[src/rtl/sin_poly_seq.sv]
// sin(x) on [0, pi/2] via LUT + order-2 Horner, one shared 25x17 multiplier; SIN_POLY_SEQ_ROUND_EN selects round-to-nearest shifts.
// Latency: accept at edge N, out_valid seen by the consumer at edge N+4; throughput one result per 4 cycles.
// Backpressure: result held in DONE until out_ready; a new angle is taken in the same cycle the result leaves.
module sin_poly_seq (
    input  logic               clk,
    input  logic               rst_n,
    input  logic               in_valid,
    output logic               in_ready,
    input  logic [15:0]        in_x,
    output logic               out_valid,
    input  logic               out_ready,
    output logic signed [28:0] out_y,
    output logic               out_range_err,
    output logic [11:0]        lut_x_msb,
    input  logic signed [28:0] lut_c0,
    input  logic signed [24:0] lut_c1,
    input  logic signed [16:0] lut_c2,
    input  logic [13:0]        lut_a
);

    typedef enum logic [2:0] {
        S_IDLE = 3'd0,
        S_LOOK = 3'd1,
        S_MUL1 = 3'd2,
        S_MUL2 = 3'd3,
        S_DONE = 3'd4
    } state_t;

`ifdef SIN_POLY_SEQ_ROUND_EN
    localparam logic signed [41:0] RND6  = 42'sd32;
    localparam logic signed [41:0] RND11 = 42'sd1024;
`else
    localparam logic signed [41:0] RND6  = 42'sd0;
    localparam logic signed [41:0] RND11 = 42'sd0;
`endif

    state_t              state_q, state_d;
    logic                accept;
    logic [15:0]         x_q;
    logic signed [28:0]  c0_q;
    logic signed [24:0]  c1_q;
    logic signed [16:0]  c2_q;
    logic signed [16:0]  t_q, t_d;
    logic                err_q, err_d;
    logic signed [24:0]  acc_q, acc_d;
    logic signed [28:0]  y_q, y_d;

    logic signed [24:0]  mul_a;
    logic signed [16:0]  mul_b;
    logic signed [41:0]  prod;
    logic signed [41:0]  sh6, sh11;
    logic [17:0]         t_diff;
    logic [25:0]         acc_sum;
    logic [28:0]         y_sum;
    logic                unused_bits;

    always_ff @(posedge clk or negedge rst_n) begin
        if (!rst_n) begin
            state_q <= S_IDLE;
        end else begin
            state_q <= state_d;
        end
    end

    always_comb begin
        state_d = state_q;
        case (state_q)
            S_IDLE:  if (accept) state_d = S_LOOK;
            S_LOOK:  state_d = S_MUL1;
            S_MUL1:  state_d = S_MUL2;
            S_MUL2:  state_d = S_DONE;
            S_DONE:  if (out_ready) state_d = in_valid ? S_LOOK : S_IDLE;
            default: state_d = S_IDLE;
        endcase
    end

    always_comb begin
        in_ready  = (state_q == S_IDLE) | ((state_q == S_DONE) & out_ready);
        out_valid = (state_q == S_DONE);
        mul_a     = acc_q;
        if (state_q == S_MUL1) begin
            mul_a = {{8{c2_q[16]}}, c2_q};
        end
    end

    assign accept = in_valid & in_ready;
    assign mul_b  = t_q;

    // The single multiplier: c2*t in MUL1, acc*t in MUL2.
    assign prod = $signed({{17{mul_a[24]}}, mul_a}) * $signed({{25{mul_b[16]}}, mul_b});
    assign sh6  = (prod + RND6) >>> 6;
    assign sh11 = (prod + RND11) >>> 11;

    // Segment start a is Q.11; shifting by 3 aligns it to the Q2.14 angle.
    assign t_diff  = {2'b00, x_q} - {1'b0, lut_a, 3'b000};
    assign t_d     = $signed(t_diff[16:0]);
    assign err_d   = (x_q[15:4] > 12'd1608);
    assign acc_sum = {c1_q[24], c1_q} + sh6[25:0];
    assign acc_d   = $signed(acc_sum[24:0]);
    assign y_sum   = c0_q + sh11[28:0];
    assign y_d     = err_q ? 29'sh400_0000 : $signed(y_sum);

    assign unused_bits = ^{t_diff[17], sh6[41:26], sh11[41:29], acc_sum[25]};

    always_ff @(posedge clk or negedge rst_n) begin
        if (!rst_n) begin
            x_q   <= '0;
            c0_q  <= '0;
            c1_q  <= '0;
            c2_q  <= '0;
            t_q   <= '0;
            err_q <= 1'b0;
            acc_q <= '0;
            y_q   <= '0;
        end else begin
            if (accept) begin
                x_q <= in_x;
            end
            if (state_q == S_LOOK) begin
                c0_q  <= lut_c0;
                c1_q  <= lut_c1;
                c2_q  <= lut_c2;
                t_q   <= t_d;
                err_q <= err_d;
            end
            if (state_q == S_MUL1) begin
                acc_q <= acc_d;
            end
            if (state_q == S_MUL2) begin
                y_q <= y_d;
            end
        end
    end

    assign out_y         = y_q;
    assign out_range_err = err_q;
    assign lut_x_msb     = x_q[15:4];

endmodule

[config.mk]
export PLATFORM = sky130hd
export DESIGN_NAME = sin_poly_seq
export DESIGN_NICKNAME = d
export VERILOG_FILES = /design/src/rtl/sin_poly_seq.sv
export SDC_FILE = /design/constraint.sdc
export NUM_CORES = 2
export LEC_CHECK = 0
export CAP_MARGIN = 20
export CELL_PAD_IN_SITES_DETAIL_PLACEMENT = 1
export CELL_PAD_IN_SITES_GLOBAL_PLACEMENT = 1
export CORE_MARGIN = 2
export CORE_UTILIZATION = 43
export CTS_CLUSTER_SIZE = 28
export DETAILED_ROUTE_END_ITERATION = 6
export PLACE_DENSITY = 0.81
export SYNTH_ARGS = -nofsm -noshare
export SYNTH_HDL_FRONTEND = slang
export SYNTH_SLANG_ARGS = --single-unit
[constraint.sdc]
create_clock -name clk -period 8.96 [get_ports clk]
set_input_delay 0.896 -clock clk [delete_from_list [all_inputs] [get_ports clk]]
set_output_delay 0.896 -clock clk [all_outputs]
set_load 0.05 [all_outputs]
# [After elaboration in Yosys (flattened, before gate mapping)]
# Cells that the tools add are included.
[word_totals] ff_bits=162 input_bits=105 out_inout_bits=44 wordCells=31
[classes] addsub=3 mul=1 n_lt_le_gt_ge=1 eq_ne=6 muxes=6 n_bitwise=3 n_reduce_logical=2
[op_table] operator="multiplier 25 x 17 -> 40 bit" n=1
[op_table] operator="adder 29 bit" n=1
[op_table] operator="2-to-1 mux 29 bit" n=1
[op_table] operator="adder 25 bit" n=1
[op_table] operator="2-to-1 mux 25 bit" n=1
[op_table] operator="subtractor 16 x 17 -> 17 bit" n=1
[op_table] operator="one-hot mux 3 bit (5 select lines)" n=1
[op_table] operator="greater-than comparator 12 x 11 -> 1 bit (second input constant)" n=1
[op_table] operator="equality test 3 x 2 -> 1 bit (second input constant)" n=2
[op_table] operator="2-to-1 mux 3 bit" n=2
[op_table] operator="equality test 3 x 1 -> 1 bit (second input constant)" n=1
[op_table] operator="equality test 3 bit (second input constant)" n=1
[op_table] operator="logical NOT 3 bit" n=1
[op_table] operator="AND 1 bit" n=2
[op_table] operator="!= test 2 x 1 -> 1 bit (second input constant)" n=1
[op_table] operator="!= test 2 bit (second input constant)" n=1
[op_table] operator="AND reduction 2 bit" n=1
[op_table] operator="2-to-1 mux 1 bit" n=1
[op_table] operator="OR 1 bit" n=1

# [Longest topological paths before layout]
[depth] word_depth=6 ltp_mapped=40 depth_no_buf=37

# [Worst setup path after synthesis]
# OpenSTA, ideal clock, no wires.
[synth_path] kind="flip-flop to flip-flop" startpoint="reg state_q[1]" endpoint="reg acc_q[24]" setup_ns=0.131 arrival_ns=8.414 required_time_ns=8.829 setup_slack_ns=0.415 stages_incl_launch_ff=37 path_buffers=4 synth_period_minus_slack_ns=8.545 cell_sequence="dfrtp_1 -> buf_4 -> or3b_4 -> clkbuf_1 -> clkbuf_1 -> nand2_1 -> nand2_1 -> clkbuf_1 -> nand2_1 -> fa_1 -> fa_1 -> fa_1 -> fa_1 -> inv_1 -> fa_1 -> inv_1 -> fa_1 -> inv_1 -> ha_1 -> a21oi_1 -> o21ai_0 -> a21oi_1 -> o21ai_0 -> a21oi_1 -> nor2b_1 -> o31a_1 -> ha_1 -> nand2_1 -> o21ai_0 -> o41a_1 -> a211oi_1 -> o21bai_1 -> a2111oi_2 -> nor3_1 -> a211oi_1 -> xnor2_1 -> o21ai_1"
[synth_via] elab_chain_len=4
[synth_lines] item="from (decl)" line_no="37" rtl="state_t state_q, state_d;"
[synth_lines] item="from (signal assigned)" line_no="61" rtl="state_q <= state_d;"
[synth_lines] item="equality test 3 x 2 -> 1 bit (*)" line_no="81, 126"
[synth_lines] item="2-to-1 mux 25 bit" line_no="81" rtl="if (state_q == S_MUL1) begin"
[synth_lines] item="multiplier 25 x 17 -> 40 bit" line_no="90" rtl="assign prod = $signed({{17{mul_a[24]}}, mul_a}) * $signed({{25{mul_b[16]}}, mul_b});"
[synth_lines] item="adder 25 bit" line_no="98" rtl="assign acc_sum = {c1_q[24], c1_q} + sh6[25:0];"
[synth_lines] item="to (signal assigned)" line_no="113" rtl="acc_q <= '0;"
[synth_lines] item="to (signal assigned)" line_no="127" rtl="acc_q <= acc_d;"
[synth_lines] item="to (decl)" line_no="45" rtl="logic signed [24:0] acc_q, acc_d;"
# Every way passes the cells marked *; elsewhere a longest branch is shown, timed or not.
# A chain may end at the register's enable or synchronous reset.

# [Final worst setup path]
[layout_path] startpoint="reg state_q[0]" endpoint="reg y_q[28] (netlist: out_y[28])"
[layout_via] elab_chain_len=5 elab_cells_between_ends=6 cone_classes="add/sub: 1; mul: 1; eq/ne: 2; mux: 2"
[layout_lines] item="equality test 3 x 2 -> 1 bit" line_no="81"
[layout_lines] item="2-to-1 mux 25 bit" line_no="81"
[layout_lines] item="multiplier 25 x 17 -> 40 bit" line_no="90"
[layout_lines] item="adder 29 bit" line_no="100" rtl="assign y_sum = c0_q + sh11[28:0];"
[layout_lines] item="2-to-1 mux 29 bit" line_no="101" rtl="assign y_d = err_q ? 29'sh400_0000 : $signed(y_sum);"
[layout_lines] item="to (signal assigned)" line_no="130" rtl="y_q <= y_d;"
[layout_lines] item="to (decl)" line_no="46" rtl="logic signed [28:0] y_q, y_d;"
# Parallel ways exist; a longest one is shown, timed or not.

==> results.cfg <==
[timing]
finalSetupTns_ns = 0
skew_ns = 0.0168
timing.final.max_slew_violations = 0
worst_pin_slew_ns = 1.14
rsz0062_at_grt = yes
period_minus_slack_ns = 8.84
slew_headroom_pct = 23.9
fin_crit_sh_pct = 98.7
setup_viol = 0
max_clock_freq_mhz = 113
finalHoldViolations = 0

[clocking]
htree_levels = 4
cts-hold-fix-buffers = 0
clock_insertion_delay_worst_skew_ns = 0.45
root_buffer = clkbuf_16
clock-sinks = 162
numCtsBuffers = 17
clkTransAtPathRegs_ns = 0.08
cts_tree = yes
clk_path_buf_depth = 2

[worst_setup_path]
crit_path_start_kind = register
worstSetupPathType = register to register
cp.arrival_ns = 9.19
worstSetupStartpoint = state_q[0]
worst-path-max-fanout = 16
worstSetupEndpointType = register
worst_path_max_delay_cell = fa_1
r2r_start = state_q[0]
slowest_delay_ns = 0.57
critPathRequiredTime_ns = 9.31
path_common_cell = fa_1

[floorplanning]
row_count = 85
core_mm2 = 0.0540
die_y_um = 238
die_x_um = 238
die_area_mm2 = 0.0568
pin_count = 149
start_util_pct = 43.7

[synth]
ys_ff_latch = 162
synth_edf_count = 0
yosys.area_share.simple_pct = 17.3
yosysTopAreaCellShare_pct = 34.3
yosys-mux-area-fraction_pct = 0.827
yosys.area_share.xor_xnor_pct = 3.75
ys_async_sr_fraction_pct = 100
synth_cells = 2654
synth_top_family_by_area = adder cells
synthFlopType = dfrtp_1
synth_adder_area_share_pct = 42.7
synthDistinctLibCells = 68
synth_compound_area_share_pct = 8.35
yosys_warnings = 0
synth_top_cell_by_area = fa_1
syn_area_mm2 = 0.0236
syn_nets = 3322
syn_area_per_cell_um2 = 8.89
yosysSeqAreaShare_pct = 17.2
synth_area_leaders = fa_1 (34%), dfrtp_1 (17%), nand2_1 (8.9%)

[flow_run]
cap_viol_max_count = 0

[global_route]
grt_usage_pct = 27.2
grt_pass1_wl_um = 120000
grt_antenna_before_repair = 1
grt_pass1_vias = 22200
grt_max_degree = 99
grt.overflow.total = 0

[detailed_routing]
routed_wl_um = 75300
vias_per_cell = 5.38
routedWlPerCell_um = 21.3
drtIter0Drc = 1062
drc = 0
first_pass_iters = 5
vias = 19000
drtAntennaViolNets = 0

[hold_path]
hold_path_class = register to register
hp-start = c2_q[13]

[placement]
hpwlAfterDp_um = 61300
portBuffers = 148
gp_congestion = 0.892
dp.cells = 3481

[status]
status = finished, final reports clean

[layout]
nets = 3494
fin_cells = 3535
drive_gt1_share_pct = 9.26
n_antenna_cell = 0
area_growth_pct = 16.2
## flip-flops by register name (all words and copies together) (netlist names)
| signal | flops |
|---|---|
| c1_q | 25 |
| state_q | 3 |
| c2_q | 17 |
| out_y | 29 |
| x_q | 16 |
| acc_q | 25 |
| out_range_err | 1 |
| c0_q | 29 |
| mul_b | 17 |
## what timing repair did
item                       4_1_cts  5_1_grt
pin swaps                        2       33
gates cloned                     1        2
setup endpoints to repair       12       23
resized for setup               18       88
setup buffers                    1       18
## path summary, 6_finish.rpt
path                            slack (ns)          to  depth (start not counted)
worst min-delay path                  0.49    c2_q[13]                          2
worst min register to register        0.49    c2_q[13]                          2
worst max-delay path                  0.12   out_y[28]                         35
min in group asynchronous             0.53   out_y[10]                          1
max in group asynchronous             6.86  state_q[1]                          2
worst max register to register        0.12   out_y[28]                         35
## cell usage in the layout (no fill, tap or decap), types with 5 or more instances in the layout
master,synthesis,layout
a211oi_1,8,5
a21boi_0,5,5
a21o_1,19,19
a21oi_1,78,61
a21oi_2,0,17
a22o_1,17,17
a31oi_1,7,7
and2_1,183,182
buf_4,13,111
buf_6,1,5
clkbuf_16,0,17
clkdlybuf4s50_1,0,147
dfrtp_1,162,159
fa_1,404,402
ha_1,159,149
ha_4,0,6
inv_1,491,491
inv_6,0,6
mux2_2,16,16
nand2_1,557,532
nand2_2,0,16
nand2_4,0,9
nand2b_1,9,9
nand3_1,18,18
nand4_1,10,10
nor2_1,66,66
nor2b_1,22,21
nor3_1,18,15
o2111ai_1,5,5
o211ai_1,10,10
o21a_1,11,11
o21ai_0,82,75
o21ai_1,2,6
o21bai_1,10,9
o31ai_1,11,11
or3_1,8,8
xnor2_1,67,64
xor2_1,34,31
## stage by stage
stage / area [um2] / setup WS (ns) / hold WS (ns) / utilization (%)
finish: 27400 / 0.119 / 0.489 / 50.7
detailed placement: 26200 / -0.145 / 0.469 / 48.5
global route: 27400 / -0.196 / 0.517 / 50.7
global placement: 26200 / 0.112 / 0.456 / 48.5
CTS: 26900 / 0.00729 / 0.489 / 49.7
floorplan: 23600 / 0.415 / 0.433 / -
## critical path: cells and delay by family (launching register included)
kind	cells	cell delay, ns
fa+ha+maj	8	3.74
compound gates	11	1.87
simple gates	10	1.86
buf+inv	4	0.51
flops	1	0.47
xor+xnor	2	0.27
## per-layer routing
metal / global-route usage [%] / part of all wire, % / up-vias
li1: - / - / 8428
met1: 34.1 / 41 / 9916
met2: 48.6 / 52 / 503
met3: 3.55 / 4.5 / 161
met4: 8.31 / 3.2 / 2
met5: 0 / 0.016 / -
## logic make-up (layout without fill, tap and decap cells)
family / Yosys count / in the layout
multiplexers: 17 / 17
AND/OR/NAND/NOR: 905 / 907
buffers and inverters: 606 / 789
adder cells (fa/ha/maj): 563 / 563
flip-flops: 162 / 162
XOR/XNOR: 101 / 101
AO/OA/AOI/OAI: 300 / 300
## area by class of cell
class / instances / area, um2
fillers: 6220 / 26600
multi-input cells: 1888 / 17600
flip-flops and latches: 162 / 4060
repair buffers: 265 / 2390
inverters: 492 / 1850
well taps: 696 / 871
clock buffers: 18 / 439
clock inverters: 14 / 166
## Yosys cell counts (11+ instances only)
library cell	count
o21a_1	11
fa_1	404
nand2_1	557
buf_4	13
a21oi_1	78
nor2b_1	22
xor2_1	34
o21ai_0	82
and2_1	183
a22o_1	17
mux2_2	16
xnor2_1	67
a21o_1	19
o31ai_1	11
clkbuf_1	91
ha_1	159
nor3_1	18
nand3_1	18
inv_1	491
nor2_1	66
dfrtp_1	162
Power is left out: the tool's default activity adds up to more than one toggle a clock period on the data nets, which glitch-free logic cannot reach.
